[src/rtl/rot_pkg.sv]
// Shared types and helpers for the rotate request stage.
package rot_pkg;

    localparam int DATA_W  = 64;
    localparam int SHAMT_W = 6;
    // Tag width lives here because the packed request struct needs a fixed width.
    localparam int TAG_W   = 4;

    typedef enum logic {ROT_RIGHT = 1'b0, ROT_LEFT = 1'b1} rot_dir_e;

    typedef enum logic [1:0] {FIFO_EMPTY, FIFO_ACTIVE, FIFO_FULL} fifo_state_e;

    typedef struct packed {
        logic [DATA_W-1:0]  data;
        logic [SHAMT_W-1:0] amt_eff;
        logic [TAG_W-1:0]   tag;
    } rot_req_t;

    // Rotate left by n equals rotate right by (DATA_W - n) mod DATA_W. DATA_W is
    // 2**SHAMT_W, so the modulo is simply truncation to SHAMT_W bits.
    function automatic logic [SHAMT_W-1:0] to_ror_amt(input logic [SHAMT_W-1:0] amt,
                                                     input rot_dir_e         dir);
        logic [SHAMT_W-1:0] neg_amt;
        neg_amt = SHAMT_W'(DATA_W) - amt;
        return (dir == ROT_LEFT) ? neg_amt : amt;
    endfunction

endpackage

[src/rtl/rot_req_fifo.sv]
// DEPTH-entry request FIFO; accepts a push while full when a pop happens the same cycle.
module rot_req_fifo
    import rot_pkg::*;
#(
    parameter int DEPTH = 2
) (
    input  logic     clk,
    input  logic     rst_n,
    input  logic     push,
    input  logic     pop,
    input  rot_req_t wr_req,
    output rot_req_t head,
    output logic     empty,
    output logic     full
);

    localparam int PTR_W = $clog2(DEPTH);
    localparam int CNT_W = PTR_W + 1;

    rot_req_t           mem [DEPTH];
    logic [PTR_W-1:0]   wr_ptr;
    logic [PTR_W-1:0]   rd_ptr;
    logic [CNT_W-1:0]   count;
    fifo_state_e        state;
    logic               do_push;
    logic               do_pop;

    assign do_pop  = pop && (state != FIFO_EMPTY);
    assign do_push = push && ((state != FIFO_FULL) || do_pop);

    assign empty = (state == FIFO_EMPTY);
    assign full  = (state == FIFO_FULL);
    assign head  = mem[rd_ptr];

    // Storage write; pointers wrap naturally because DEPTH is a power of two.
    // NOTE: the entry array is not reset -- occupancy is tracked by count/state, so stale data is never observed.
    always_ff @(posedge clk) begin
        if (rst_n && do_push) begin
            mem[wr_ptr] <= wr_req;
        end
    end

    // Pointers, occupancy count and the EMPTY/ACTIVE/FULL state.
    // NOTE: sequential state uses non-blocking assignments so every register samples pre-edge values.
    always_ff @(posedge clk) begin
        if (!rst_n) begin
            wr_ptr <= '0;
            rd_ptr <= '0;
            count  <= '0;
            state  <= FIFO_EMPTY;
        end else begin
            if (do_push) wr_ptr <= wr_ptr + 1'b1;
            if (do_pop)  rd_ptr <= rd_ptr + 1'b1;
            case ({do_push, do_pop})
                2'b10: begin
                    count <= count + 1'b1;
                    state <= (count == CNT_W'(DEPTH - 1)) ? FIFO_FULL : FIFO_ACTIVE;
                end
                2'b01: begin
                    count <= count - 1'b1;
                    state <= (count == CNT_W'(1)) ? FIFO_EMPTY : FIFO_ACTIVE;
                end
                default: ;
            endcase
        end
    end

endmodule

[src/rtl/rot_issue_stage.sv]
// Request-side stage in front of the 64-bit rotate-right shifter: buffers requests,
// converts rotate-left to rotate-right, feeds the shifter from the FIFO head and
// registers the result into a valid/ready response slot.
// Optional: define ROT_PERF_CNT_EN to add the cnt_ops / cnt_stall counters.
module rot_issue_stage
    import rot_pkg::*;
#(
    parameter int DEPTH = 2
) (
    input  logic               clk,
    input  logic               rst_n,
    input  logic               req_valid,
    output logic               req_ready,
    input  logic [DATA_W-1:0]  req_data,
    input  logic [SHAMT_W-1:0] req_amt,
    input  logic               req_dir,
    input  logic [TAG_W-1:0]   req_tag,
    output logic [DATA_W-1:0]  sh_in,
    output logic [SHAMT_W-1:0] sh_amt,
    input  logic [DATA_W-1:0]  sh_result,
    output logic               rsp_valid,
    input  logic               rsp_ready,
    output logic [DATA_W-1:0]  rsp_data,
    output logic [TAG_W-1:0]   rsp_tag
`ifdef ROT_PERF_CNT_EN
    ,
    output logic [31:0]        cnt_ops,
    output logic [31:0]        cnt_stall
`endif
);

    rot_req_t wr_req;
    rot_req_t head;
    logic     empty;
    logic     full;
    logic     push;
    logic     pop;

    // Capture whenever there is a head entry and the response slot is free or draining.
    assign pop       = !empty && (!rsp_valid || rsp_ready);
    assign req_ready = rst_n && (!full || pop);
    assign push      = req_valid && req_ready;

    // Only the effective rotate-right amount is stored; direction is dropped here.
    assign wr_req = '{data:    req_data,
                      amt_eff: to_ror_amt(req_amt, rot_dir_e'(req_dir)),
                      tag:     req_tag};

    rot_req_fifo #(
        .DEPTH (DEPTH)
    ) u_fifo (
        .clk    (clk),
        .rst_n  (rst_n),
        .push   (push),
        .pop    (pop),
        .wr_req (wr_req),
        .head   (head),
        .empty  (empty),
        .full   (full)
    );

    assign sh_in  = head.data;
    assign sh_amt = head.amt_eff;

    // Response slot: capture the shifter output on pop, otherwise drain on rsp_ready.
    always_ff @(posedge clk) begin
        if (!rst_n) begin
            rsp_valid <= 1'b0;
            rsp_data  <= '0;
            rsp_tag   <= '0;
        end else if (pop) begin
            rsp_valid <= 1'b1;
            rsp_data  <= sh_result;
            rsp_tag   <= head.tag;
        end else if (rsp_ready) begin
            rsp_valid <= 1'b0;
        end
    end

`ifdef ROT_PERF_CNT_EN
    // Free-running 32-bit performance counters; wrap at 2**32.
    always_ff @(posedge clk) begin
        if (!rst_n) begin
            cnt_ops   <= '0;
            cnt_stall <= '0;
        end else begin
            if (rsp_valid && rsp_ready)  cnt_ops   <= cnt_ops + 32'd1;
            if (req_valid && !req_ready) cnt_stall <= cnt_stall + 32'd1;
        end
    end
`endif

endmodule

[config.mk]
export PLATFORM = sky130hd
export DESIGN_NAME = rot_issue_stage
export DESIGN_NICKNAME = d
export VERILOG_FILES = /design/src/rtl/rot_pkg.sv /design/src/rtl/rot_req_fifo.sv /design/src/rtl/rot_issue_stage.sv
export SDC_FILE = /design/constraint.sdc
export NUM_CORES = 1
export LEC_CHECK = 0
export ABC_AREA = 1
export CORE_UTILIZATION = 50
export CTS_CLUSTER_SIZE = 40
export DETAILED_ROUTE_END_ITERATION = 8
export PLACE_DENSITY = 0.86
export SETUP_SLACK_MARGIN = 0.15
export SKIP_LAST_GASP = 1
export SYNTH_ARGS = -nofsm -noshare
export SYNTH_HDL_FRONTEND = slang
export SYNTH_SLANG_ARGS = --single-unit
export TNS_END_PERCENT = 1
[constraint.sdc]
create_clock -name clk -period 14.4 [get_ports clk]
set_input_delay 2.16 -clock clk [delete_from_list [all_inputs] [get_ports clk]]
set_output_delay 2.16 -clock clk [all_outputs]
set_load 0.03 [all_outputs]
Word-level counts from Yosys, hierarchy flattened
Memory sizes are Yosys's and may differ from the RTL's. A register that Yosys moved wholly into a read port is not among the register bits.
Cells that the tools add are included.

word-level totals
  memory bits (writable) = 148
  word-level logic and storage cells = 45
  memories = 1
  input port bits = 143
  flip-flop bits (word level) = 75

memory list
  name        words  bits a word  rd ports  clocked after Yosys merged registers in  wr ports  RTL line            RTL
  u_fifo.mem  2      74           1         1                                        1         rot_req_fifo.sv:20  rot_req_t mem [DEPTH];

operators by class
  multiplexer cells = 11
  reductions and logical operators = 16
  add/subtract/negate cells = 5
  eq/ne operators = 5

operators by type and width
  cell                                                                    count
  2-bit case mux with 2 select lines                                      2
  1-bit two-way mux                                                       7
  1-bit logical AND                                                       6
  6-bit two-way mux                                                       1
  2-bit nonzero test                                                      3
  1-bit by 6-bit subtractor with 6-bit output (first input constant)      1
  2-bit by 1-bit equality test with 1-bit output (second input constant)  2
  2-bit equality test (second input constant)                             2
  1-bit logical NOT                                                       3
  1-bit logical OR                                                        3
  1-bit adder (second input constant)                                     2
  2-bit by 1-bit adder with 2-bit output (second input constant)          1
  2-bit logical NOT                                                       1
  2-bit two-way mux                                                       1
  2-bit != test (second input constant)                                   1
  2-bit by 1-bit subtractor with 2-bit output (second input constant)     1

Depth between registers and ports, before layout
Gate-level depths: netlist of run 1.

  depth after elaboration = 10
  depth in mapped cells = 10
  gate-level depth less buffers = 8

By module
From an unflattened synthesis of run 1, not the netlist that was laid out.

second synthesis, totals
  cell total of the unflattened synthesis = 614
  area total of the unflattened synthesis = 8499.4 um^2

modules (own cells, without submodules)
  module           instances  area an instance (um^2)  cells an instance
  rot_req_fifo     1          5968.2                   282
  rot_issue_stage  1          2531.2                   332

Worst setup path after synthesis of run 1
OpenSTA, ideal clock, no wires.

  kind = in2reg
  start = in rst_n
  end = mem u_fifo.mem[0][0] (netlist name), enable pin
  cell stages on the path = 3
  required time = 13.893 ns
  slack = 8.357 ns
  library setup time = 0.507 ns
  data arrival time = 5.537 ns
  path through = buf_2 > nand3_1 > nor2_1

between the ends
  word-level cells in the longest chain between the ends = 6

ends and longest elaborated chain
  what                                         RTL line               RTL
  start, declared                              rot_issue_stage.sv:11  input logic rst_n,
  1-bit logical AND                            rot_issue_stage.sv:41  assign req_ready = rst_n && (!full || pop);
  1-bit logical AND                            rot_issue_stage.sv:42  assign push = req_valid && req_ready;
  1-bit logical AND                            rot_req_fifo.sv:29     assign do_push = push && ((state != FIFO_FULL) || do_pop);
  1-bit logical AND (*)                        rot_req_fifo.sv:38     if (rst_n && do_push) begin
  1-bit two-way mux (*)                        rot_req_fifo.sv:38
  1-bit two-way mux (not written as such) (*)  rot_req_fifo.sv:39     mem[wr_ptr] <= wr_req;
  end, declared                                rot_req_fifo.sv:20

Every way passes the cells marked *; elsewhere a longest branch is shown, timed or not.

Final worst setup path of run 1
  start = in rst_n
  end = out req_ready

between the ends
  word-level cells in the longest chain between the ends = 1

ends and longest elaborated chain
  what               RTL line               RTL
  1-bit logical AND  rot_issue_stage.sv:41
  end, declared      rot_issue_stage.sv:13  output logic req_ready,

Every way passes these cells.

==> impl_metrics.xml, run 1 <==
<?xml version="1.0" encoding="UTF-8"?>
<metrics>
  <group name="clock_tree">
    <metric name="clock_latency" unit="ns">0.50</metric>
    <metric name="num_cts_buffers" unit="">24</metric>
    <metric name="clockRootBuffer" unit="">sky130_fd_sc_hd__clkbuf_16</metric>
    <metric name="post_cts_hold_buffer_count" unit="">0</metric>
    <metric name="clock_sinks" unit="">224</metric>
    <metric name="clock_path_buffers" unit="">3</metric>
    <metric name="tritoncts" unit="">done</metric>
    <metric name="cts_max_level" unit="">1</metric>
    <metric name="cts_resized" unit="">0</metric>
    <metric name="post_cts_setup_inserts" unit="">0</metric>
    <metric name="clkTransAtPathRegs" unit="ns">0.06</metric>
  </group>
  <group name="pwr">
    <metric name="share_seq_of_total_power" unit="%">36.3</metric>
    <metric name="switching_share" unit="%">35.0</metric>
    <metric name="internal_power" unit="mW">1.56</metric>
    <metric name="max-vdd-ir-drop" unit="mV">0.186</metric>
    <metric name="p_clk_share" unit="%">26.6</metric>
    <metric name="p_leak" unit="nW">4.29</metric>
    <metric name="p_comb_share" unit="%">37.1</metric>
    <metric name="power_per_cell_area" unit="mW/mm2">200</metric>
    <metric name="net-switching-power" unit="mW">0.839</metric>
    <metric name="overall_power_after_layout" unit="mW">2.40</metric>
  </group>
  <group name="grt">
    <metric name="grt-ovfl-total" unit="">0</metric>
    <metric name="grt_first_pass_wirelength" unit="mm">28.3</metric>
    <metric name="grt_start_max_net_pins" unit="">79</metric>
    <metric name="track_usage" unit="%">20.4</metric>
    <metric name="grt_pass1_vias" unit="">5590</metric>
    <metric name="antenna_found_initial" unit="">0</metric>
  </group>
  <group name="synthesis">
    <metric name="seq_area_frac_synth" unit="%">68.6</metric>
    <metric name="synthesis.nets" unit="">821</metric>
    <metric name="yosys_warnings" unit="">0</metric>
    <metric name="synth_top_cells_by_area" unit="">sky130_fd_sc_hd__edfxtp_1 51%, sky130_fd_sc_hd__dfxtp_1 18%, sky130_fd_sc_hd__mux2_2 9.1%</metric>
    <metric name="netlist_instances" unit="">674</metric>
    <metric name="synthDistinctLibCells" unit="">25</metric>
    <metric name="synth.avg_cell_area" unit="um2">12.9</metric>
    <metric name="synth_area" unit="mm2">0.00869</metric>
    <metric name="synth_top_area_share" unit="%">51.1</metric>
    <metric name="ys_seq_elements" unit="">224</metric>
    <metric name="synth_largest_area_cell" unit="">sky130_fd_sc_hd__edfxtp_1</metric>
  </group>
  <group name="job">
    <metric name="cap_violations" unit="">0</metric>
  </group>
  <group name="drt">
    <metric name="dr_total_vias" unit="">5569</metric>
    <metric name="detail_route.wl_per_cell" unit="um">16.5</metric>
    <metric name="initialDrtViolationCount" unit="">212</metric>
    <metric name="postRouteAntennaNets" unit="">0</metric>
    <metric name="drc_errors" unit="">0</metric>
    <metric name="drt-vias-per-instance" unit="">4.96</metric>
    <metric name="wl" unit="mm">18.6</metric>
    <metric name="drt_pre_antenna_iters" unit="">4</metric>
  </group>
  <group name="floorplan">
    <metric name="row_count" unit="">47</metric>
    <metric name="core_area" unit="mm2">0.0168</metric>
    <metric name="die-height" unit="um">134</metric>
    <metric name="start_util" unit="%">51.9</metric>
    <metric name="ios" unit="">283</metric>
    <metric name="fp.dieArea" unit="mm2">0.0179</metric>
    <metric name="die_width" unit="um">134</metric>
  </group>
  <group name="worst_setup_path">
    <metric name="worst-r2r-cell-count" unit="">5</metric>
    <metric name="kind_of_start_point_of_the_critical_path" unit="">primary input</metric>
    <metric name="crit_path_max_fo" unit="">72</metric>
    <metric name="worstSetupPathType" unit="">in2out</metric>
    <metric name="worstPathArrival" unit="ns">4.22</metric>
    <metric name="crit_required" unit="ns">12.24</metric>
    <metric name="critical_path.endpoint_type" unit="">primary output</metric>
  </group>
  <group name="sta">
    <metric name="timing.fmax" unit="MHz">157</metric>
    <metric name="max_slew.worst_pin.slew" unit="ns">1.04</metric>
    <metric name="final_hold_viol_count" unit="">0</metric>
    <metric name="rsz0062_at_grt" unit="">no</metric>
    <metric name="timing.clock.skew" unit="ns">0.00938</metric>
    <metric name="final_setup_slack_of_the_worst_path" unit="ns">8.02</metric>
    <metric name="maxSlewHeadroom" unit="%">30.7</metric>
    <metric name="shortest_clock_period_the_worst_path_allows_after_layout" unit="ns">6.38</metric>
    <metric name="timing.final.max_slew_violations" unit="">0</metric>
    <metric name="timing.final.crit_share" unit="%">44.3</metric>
    <metric name="setup_viol_count_final" unit="">0</metric>
    <metric name="final_tns_setup" unit="ns">0</metric>
  </group>
  <group name="layout">
    <metric name="num_antenna_cells" unit="">0</metric>
    <metric name="finish.net_count" unit="">1031</metric>
    <metric name="filler_cell_count" unit="">1145</metric>
    <metric name="area_delta_synth_final" unit="%">37.6</metric>
    <metric name="final_layout_size_suffix_gt1_share" unit="%">13.1</metric>
    <metric name="final_core_utilization" unit="%">71.3</metric>
    <metric name="layout.cell_area.non_filler" unit="mm2">0.0120</metric>
    <metric name="layout.area.seq" unit="mm2">0.00597</metric>
    <metric name="multiInputGateArea" unit="mm2">0.00196</metric>
  </group>
  <group name="place">
    <metric name="preCtsSetupSlack" unit="ns">8.05</metric>
    <metric name="portBuffers" unit="">282</metric>
    <metric name="place_area" unit="mm2">0.0111</metric>
    <metric name="hpwl" unit="mm">11.8</metric>
    <metric name="place_congestion" unit="">0.780</metric>
  </group>
  <group name="min_path">
    <metric name="worst_hold_path_type" unit="">reg2reg</metric>
    <metric name="worstHoldPathCells" unit="">2</metric>
  </group>
  <group name="outcome">
    <metric name="status" unit="">complete, no violations</metric>
  </group>
</metrics>
final timing paths:
path                                start                          end  slack [ns]
min reg2reg     rsp_data[24]$_SDFFE_PN0P_    rsp_data[24]$_SDFFE_PN0P_        0.48
min             rsp_data[24]$_SDFFE_PN0P_    rsp_data[24]$_SDFFE_PN0P_        0.48
max reg2reg  u_fifo.state[0]$_SDFFE_PN0P_  u_fifo.mem[0][67]$_DFFE_PP_       12.30
max                                 rst_n                    req_ready        8.02
routing by layer:
metal  up-vias  share of wire, %  track usage, %
li1       2670                 -               -
met2       231                49            35.1
met5         -                 0               0
met4         0               3.0            7.64
met3        43               9.7            6.99
met1      2625                38            23.3
logic make-up after synthesis:
kind of cell / after synthesis / share of synthesized area (%)
buf+inv: 122 / 8.93
fa+ha+maj: 4 / 0.576
xor+xnor: 6 / 0.605
compound gates: 82 / 4.88
mux: 70 / 9.07
flops: 224 / 68.6
simple gates: 166 / 7.30
power groups by stage:
| stage | clock, mW | sequential (mW) | combinational, mW |
|---|---|---|---|
| global route | 0.672 | 0.883 | 0.955 |
| CTS | 0.649 | 0.872 | 0.895 |
| floorplan | 0 | 0.986 | 0.517 |
| global placement | 0 | 0.879 | 0.880 |
| finish | 0.637 | 0.869 | 0.890 |
| detailed placement | 0 | 0.884 | 0.888 |
sequential cells by signal (all words and copies together) (netlist names), named ones only:
| register | cells |
|---|---|
| rsp_data | 64 |
| u_fifo.state | 2 |
| u_fifo.count | 2 |
| u_fifo.wr_ptr | 1 |
| rsp_valid | 1 |
| u_fifo.rd_ptr | 1 |
| u_fifo.mem | 148 |
| rsp_tag | 4 |
cell usage after synthesis, drive strengths merged:
master    n
inv      20
dfxtp    76
nand3     1
xor2      4
clkbuf   10
nand4     1
mux2     70
ha        4
nand3b    1
o21ai    76
buf      92
nor2    148
edfxtp  148
xnor2     2
a21oi     5
nand2    14
nor3      1
a211oi    1
stage by stage:
step                std cells  hold WS (ns)
finish                   1122         0.478
global route             1122         0.501
CTS                      1122         0.483
detailed placement       1078         0.471
global placement         1078         0.461
floorplan                 674         0.472
area by class of cell:
cell class | count | share of cell area (%)
multi-input combinational | 328 | 16.4
sequential | 224 | 49.9
tap | 220 | 2.30
timing repair buffer | 286 | 23.8
clock buffer | 25 | 5.23
clock inverter | 19 | 1.71
inverter | 20 | 0.638
cell usage in the layout (no fill, tap or decap), types with 5 or more instances in the layout:
| cell | synthesis | final |
|---|---|---|
| sky130_fd_sc_hd__o21ai_0 | 75 | 75 |
| sky130_fd_sc_hd__inv_1 | 19 | 18 |
| sky130_fd_sc_hd__clkdlybuf4s50_1 | 0 | 281 |
| sky130_fd_sc_hd__mux2_2 | 70 | 70 |
| sky130_fd_sc_hd__nor2_1 | 148 | 147 |
| sky130_fd_sc_hd__nand2_1 | 13 | 13 |
| sky130_fd_sc_hd__a21oi_1 | 5 | 5 |
| sky130_fd_sc_hd__clkinv_1 | 0 | 7 |
| sky130_fd_sc_hd__edfxtp_1 | 148 | 148 |
| sky130_fd_sc_hd__dfxtp_1 | 76 | 75 |
| sky130_fd_sc_hd__clkbuf_16 | 0 | 25 |
critical path: stages:
cell and delay [ns]:
sky130_fd_sc_hd__buf_2 0.77, sky130_fd_sc_hd__inv_1 0.35, sky130_fd_sc_hd__a21oi_1 0.21, sky130_fd_sc_hd__clkdlybuf4s50_1 0.72
Power figures use the tool's default switching activity.
==> inputs of run 2 (changes only) <==
--- a/config.mk
+++ b/config.mk
@@ -6,10 +6,10 @@
 export NUM_CORES = 1
 export LEC_CHECK = 0
 export ABC_AREA = 1
-export CORE_UTILIZATION = 50
+export CORE_UTILIZATION = 46
 export CTS_CLUSTER_SIZE = 40
 export DETAILED_ROUTE_END_ITERATION = 8
-export PLACE_DENSITY = 0.86
+export PLACE_DENSITY = 0.8
 export SETUP_SLACK_MARGIN = 0.15
 export SKIP_LAST_GASP = 1
 export SYNTH_ARGS = -nofsm -noshare
==> constraint.sdc (replaced) <==
create_clock -name clk -period 6.2 [get_ports clk]
set_input_delay 0.93 -clock clk [delete_from_list [all_inputs] [get_ports clk]]
set_output_delay 0.93 -clock clk [all_outputs]
set_load 0.03 [all_outputs]
==> run 2 against run 1 <==
Routed wire length shrank 1.4%. Setup slack lost 5.7 ns. Critical path type unchanged. Combinational power grew 130%. Critical endpoint unchanged. Power grew 130%. Clock skew shrank 0.0015 ns. First-iteration DRC count shrank 24%. Worst hold slack lost 0.0015 ns. Clock-buffer cell count grew 5. Critical path depth is the same. Sequential share of layout area shrank 0.073 points.
==> impl_metrics.xml, run 2 (synthesis gave the netlist of run 1 again) <==
<?xml version="1.0" encoding="UTF-8"?>
<metrics>
  <group name="outcome">
    <metric name="status" unit="">complete, no violations</metric>
  </group>
  <group name="drt">
    <metric name="drt_pre_antenna_iters" unit="">4</metric>
    <metric name="initialDrtViolationCount" unit="">162</metric>
    <metric name="wl" unit="mm">18.3</metric>
    <metric name="postRouteAntennaNets" unit="">0</metric>
    <metric name="drc_errors" unit="">0</metric>
    <metric name="dr_total_vias" unit="">5475</metric>
    <metric name="detail_route.wl_per_cell" unit="um">16.2</metric>
    <metric name="drt-vias-per-instance" unit="">4.84</metric>
  </group>
  <group name="worst_setup_path">
    <metric name="reg2reg_from" unit="">u_fifo.state[0]$_SDFFE_PN0P_</metric>
    <metric name="worstPathArrival" unit="ns">2.97</metric>
    <metric name="worstSetupPathType" unit="">in2out</metric>
    <metric name="worst-r2r-cell-count" unit="">5</metric>
    <metric name="crit-reg2reg-capture" unit="">u_fifo.mem[1][6]$_DFFE_PP_</metric>
    <metric name="crit_path_max_fo" unit="">72</metric>
    <metric name="crit_required" unit="ns">5.27</metric>
    <metric name="reg2reg_slack" unit="ns">3.98</metric>
    <metric name="critical_path.endpoint_type" unit="">primary output</metric>
    <metric name="kind_of_start_point_of_the_critical_path" unit="">primary input</metric>
  </group>
  <group name="min_path">
    <metric name="timing.hold.worst_endpoint" unit="">rsp_data[42]$_SDFFE_PN0P_</metric>
    <metric name="hold_path_startpoint" unit="">rsp_data[42]$_SDFFE_PN0P_</metric>
    <metric name="worst_hold_path_type" unit="">reg2reg</metric>
    <metric name="worstHoldPathCells" unit="">2</metric>
  </group>
  <group name="floorplan">
    <metric name="row_count" unit="">49</metric>
    <metric name="start_util" unit="%">47.7</metric>
    <metric name="fp.dieArea" unit="mm2">0.0194</metric>
    <metric name="die_width" unit="um">139</metric>
    <metric name="die-height" unit="um">139</metric>
    <metric name="ios" unit="">283</metric>
    <metric name="core_area" unit="mm2">0.0182</metric>
  </group>
  <group name="clock_tree">
    <metric name="clkTransAtPathRegs" unit="ns">0.06</metric>
    <metric name="num_cts_buffers" unit="">24</metric>
    <metric name="clockRootBuffer" unit="">sky130_fd_sc_hd__clkbuf_16</metric>
    <metric name="clock_sinks" unit="">224</metric>
    <metric name="post_cts_hold_buffer_count" unit="">0</metric>
    <metric name="cts_resized" unit="">0</metric>
    <metric name="clock_path_buffers" unit="">3</metric>
    <metric name="cts_max_level" unit="">1</metric>
    <metric name="post_cts_setup_inserts" unit="">0</metric>
    <metric name="clock_latency" unit="ns">0.50</metric>
    <metric name="tritoncts" unit="">done</metric>
  </group>
  <group name="sta">
    <metric name="setup_viol_count_final" unit="">0</metric>
    <metric name="timing.fmax" unit="MHz">257</metric>
    <metric name="final_hold_viol_count" unit="">0</metric>
    <metric name="max_slew.worst_pin.slew" unit="ns">1.03</metric>
    <metric name="timing.clock.skew" unit="ns">0.00788</metric>
    <metric name="timing.final.crit_share" unit="%">62.8</metric>
    <metric name="shortest_clock_period_the_worst_path_allows_after_layout" unit="ns">3.90</metric>
    <metric name="rsz0062_at_grt" unit="">no</metric>
    <metric name="fin_worst_hold_slack" unit="ns">0.477</metric>
    <metric name="final_tns_setup" unit="ns">0</metric>
    <metric name="final_setup_slack_of_the_worst_path" unit="ns">2.30</metric>
    <metric name="maxSlewHeadroom" unit="%">31.2</metric>
    <metric name="timing.final.max_slew_violations" unit="">0</metric>
  </group>
  <group name="layout">
    <metric name="area_delta_synth_final" unit="%">37.8</metric>
    <metric name="final_layout_size_suffix_gt1_share" unit="%">12.7</metric>
    <metric name="largest_reg_flops" unit="">148</metric>
    <metric name="max_flop_register" unit="">u_fifo.mem</metric>
    <metric name="most-common-layout-cells" unit="">281 x sky130_fd_sc_hd__clkdlybuf4s50_1, 148 x sky130_fd_sc_hd__edfxtp_1, 147 x sky130_fd_sc_hd__nor2_1, 75 x sky130_fd_sc_hd__o21ai_0, 75 x sky130_fd_sc_hd__dfxtp_1</metric>
    <metric name="most_common_cell_after_layout_fill_and_taps_aside" unit="">sky130_fd_sc_hd__clkdlybuf4s50_1</metric>
    <metric name="finish.net_count" unit="">1031</metric>
    <metric name="reg_top3" unit="">u_fifo.mem: 148 flops, rsp_data: 64 flops, rsp_tag: 4 flops</metric>
    <metric name="num_antenna_cells" unit="">0</metric>
    <metric name="final_core_utilization" unit="%">65.8</metric>
    <metric name="filler_cell_count" unit="">1374</metric>
  </group>
  <group name="place">
    <metric name="place_congestion" unit="">0.781</metric>
    <metric name="portBuffers" unit="">282</metric>
    <metric name="preCtsSetupSlack" unit="ns">2.30</metric>
    <metric name="hpwl" unit="mm">12.0</metric>
  </group>
  <group name="grt">
    <metric name="grt_pass1_vias" unit="">5642</metric>
    <metric name="grt_start_max_net_pins" unit="">79</metric>
    <metric name="track_usage" unit="%">18.7</metric>
    <metric name="grt_first_pass_wirelength" unit="mm">28.7</metric>
    <metric name="antenna_found_initial" unit="">0</metric>
    <metric name="grt-ovfl-total" unit="">0</metric>
  </group>
  <group name="pwr">
    <metric name="max-vdd-ir-drop" unit="mV">0.315</metric>
    <metric name="p_leak" unit="nW">4.30</metric>
    <metric name="power_per_cell_area" unit="mW/mm2">466</metric>
  </group>
  <group name="job">
    <metric name="cap_violations" unit="">0</metric>
  </group>
</metrics>
## run 2: final cells by class
cell class              instances  area (um2)  area share [%]
clock inverters                14         191            1.60
repair buffers                286        2850            23.8
clock buffers                  30         644            5.38
inverters                      20        76.3           0.637
multi-input cells             328        1960            16.3
well taps                     229         287            2.39
flip-flops and latches        224        5970            49.9
## run 2: worst max path at each step
| stage | startpoint | to | slack, ns | depth (start not counted) |
|---|---|---|---|---|
| finish | rst_n | req_ready | 2.30 | 4 |
| global route | rst_n | req_ready | 2.07 | 4 |
| CTS | rst_n | req_ready | 2.29 | 4 |
| detailed placement | rst_n | req_ready | 2.30 | 4 |
| global placement | rst_n | req_ready | 2.30 | 4 |
| floorplan | rst_n | u_fifo.mem[0][0]$_DFFE_PP_ | 1.39 | 3 |
## run 2: worst max-delay path, cell delays in order
cell	delay, ns
sky130_fd_sc_hd__buf_2	0.77
sky130_fd_sc_hd__inv_1	0.34
sky130_fd_sc_hd__a21oi_1	0.21
sky130_fd_sc_hd__clkdlybuf4s50_1	0.71
## run 2: where the power goes
group          leakage [nW]  switching, mW  internal, mW
registers              1.99          0.188          1.83
logic                  1.91           1.18         0.884
clock network         0.401          0.553         0.942
## run 2: layer usage
| metal | wire length [um] | track usage, % | vias up | share of wire [%] |
|---|---|---|---|---|
| met5 | 0 | 0 | - | 0 |
| met2 | 8640 | 31.0 | 227 | 47 |
| li1 | - | - | 2662 | - |
| met4 | 634 | 7.78 | 0 | 3.5 |
| met3 | 1780 | 6.40 | 45 | 9.7 |
| met1 | 7250 | 22.2 | 2541 | 40 |
## run 2: stage by stage
| stage | cells | area (um2) | power [mW] |
|---|---|---|---|
| final | 1131 | 12000 | 5.58 |
| after global routing | 1131 | 12000 | 5.87 |
| after CTS | 1131 | 12000 | 5.64 |
| after detailed placement | 1087 | 11100 | 4.12 |
| after global placement | 1087 | 11100 | 4.10 |
| after floorplan | 674 | 8690 | 3.49 |
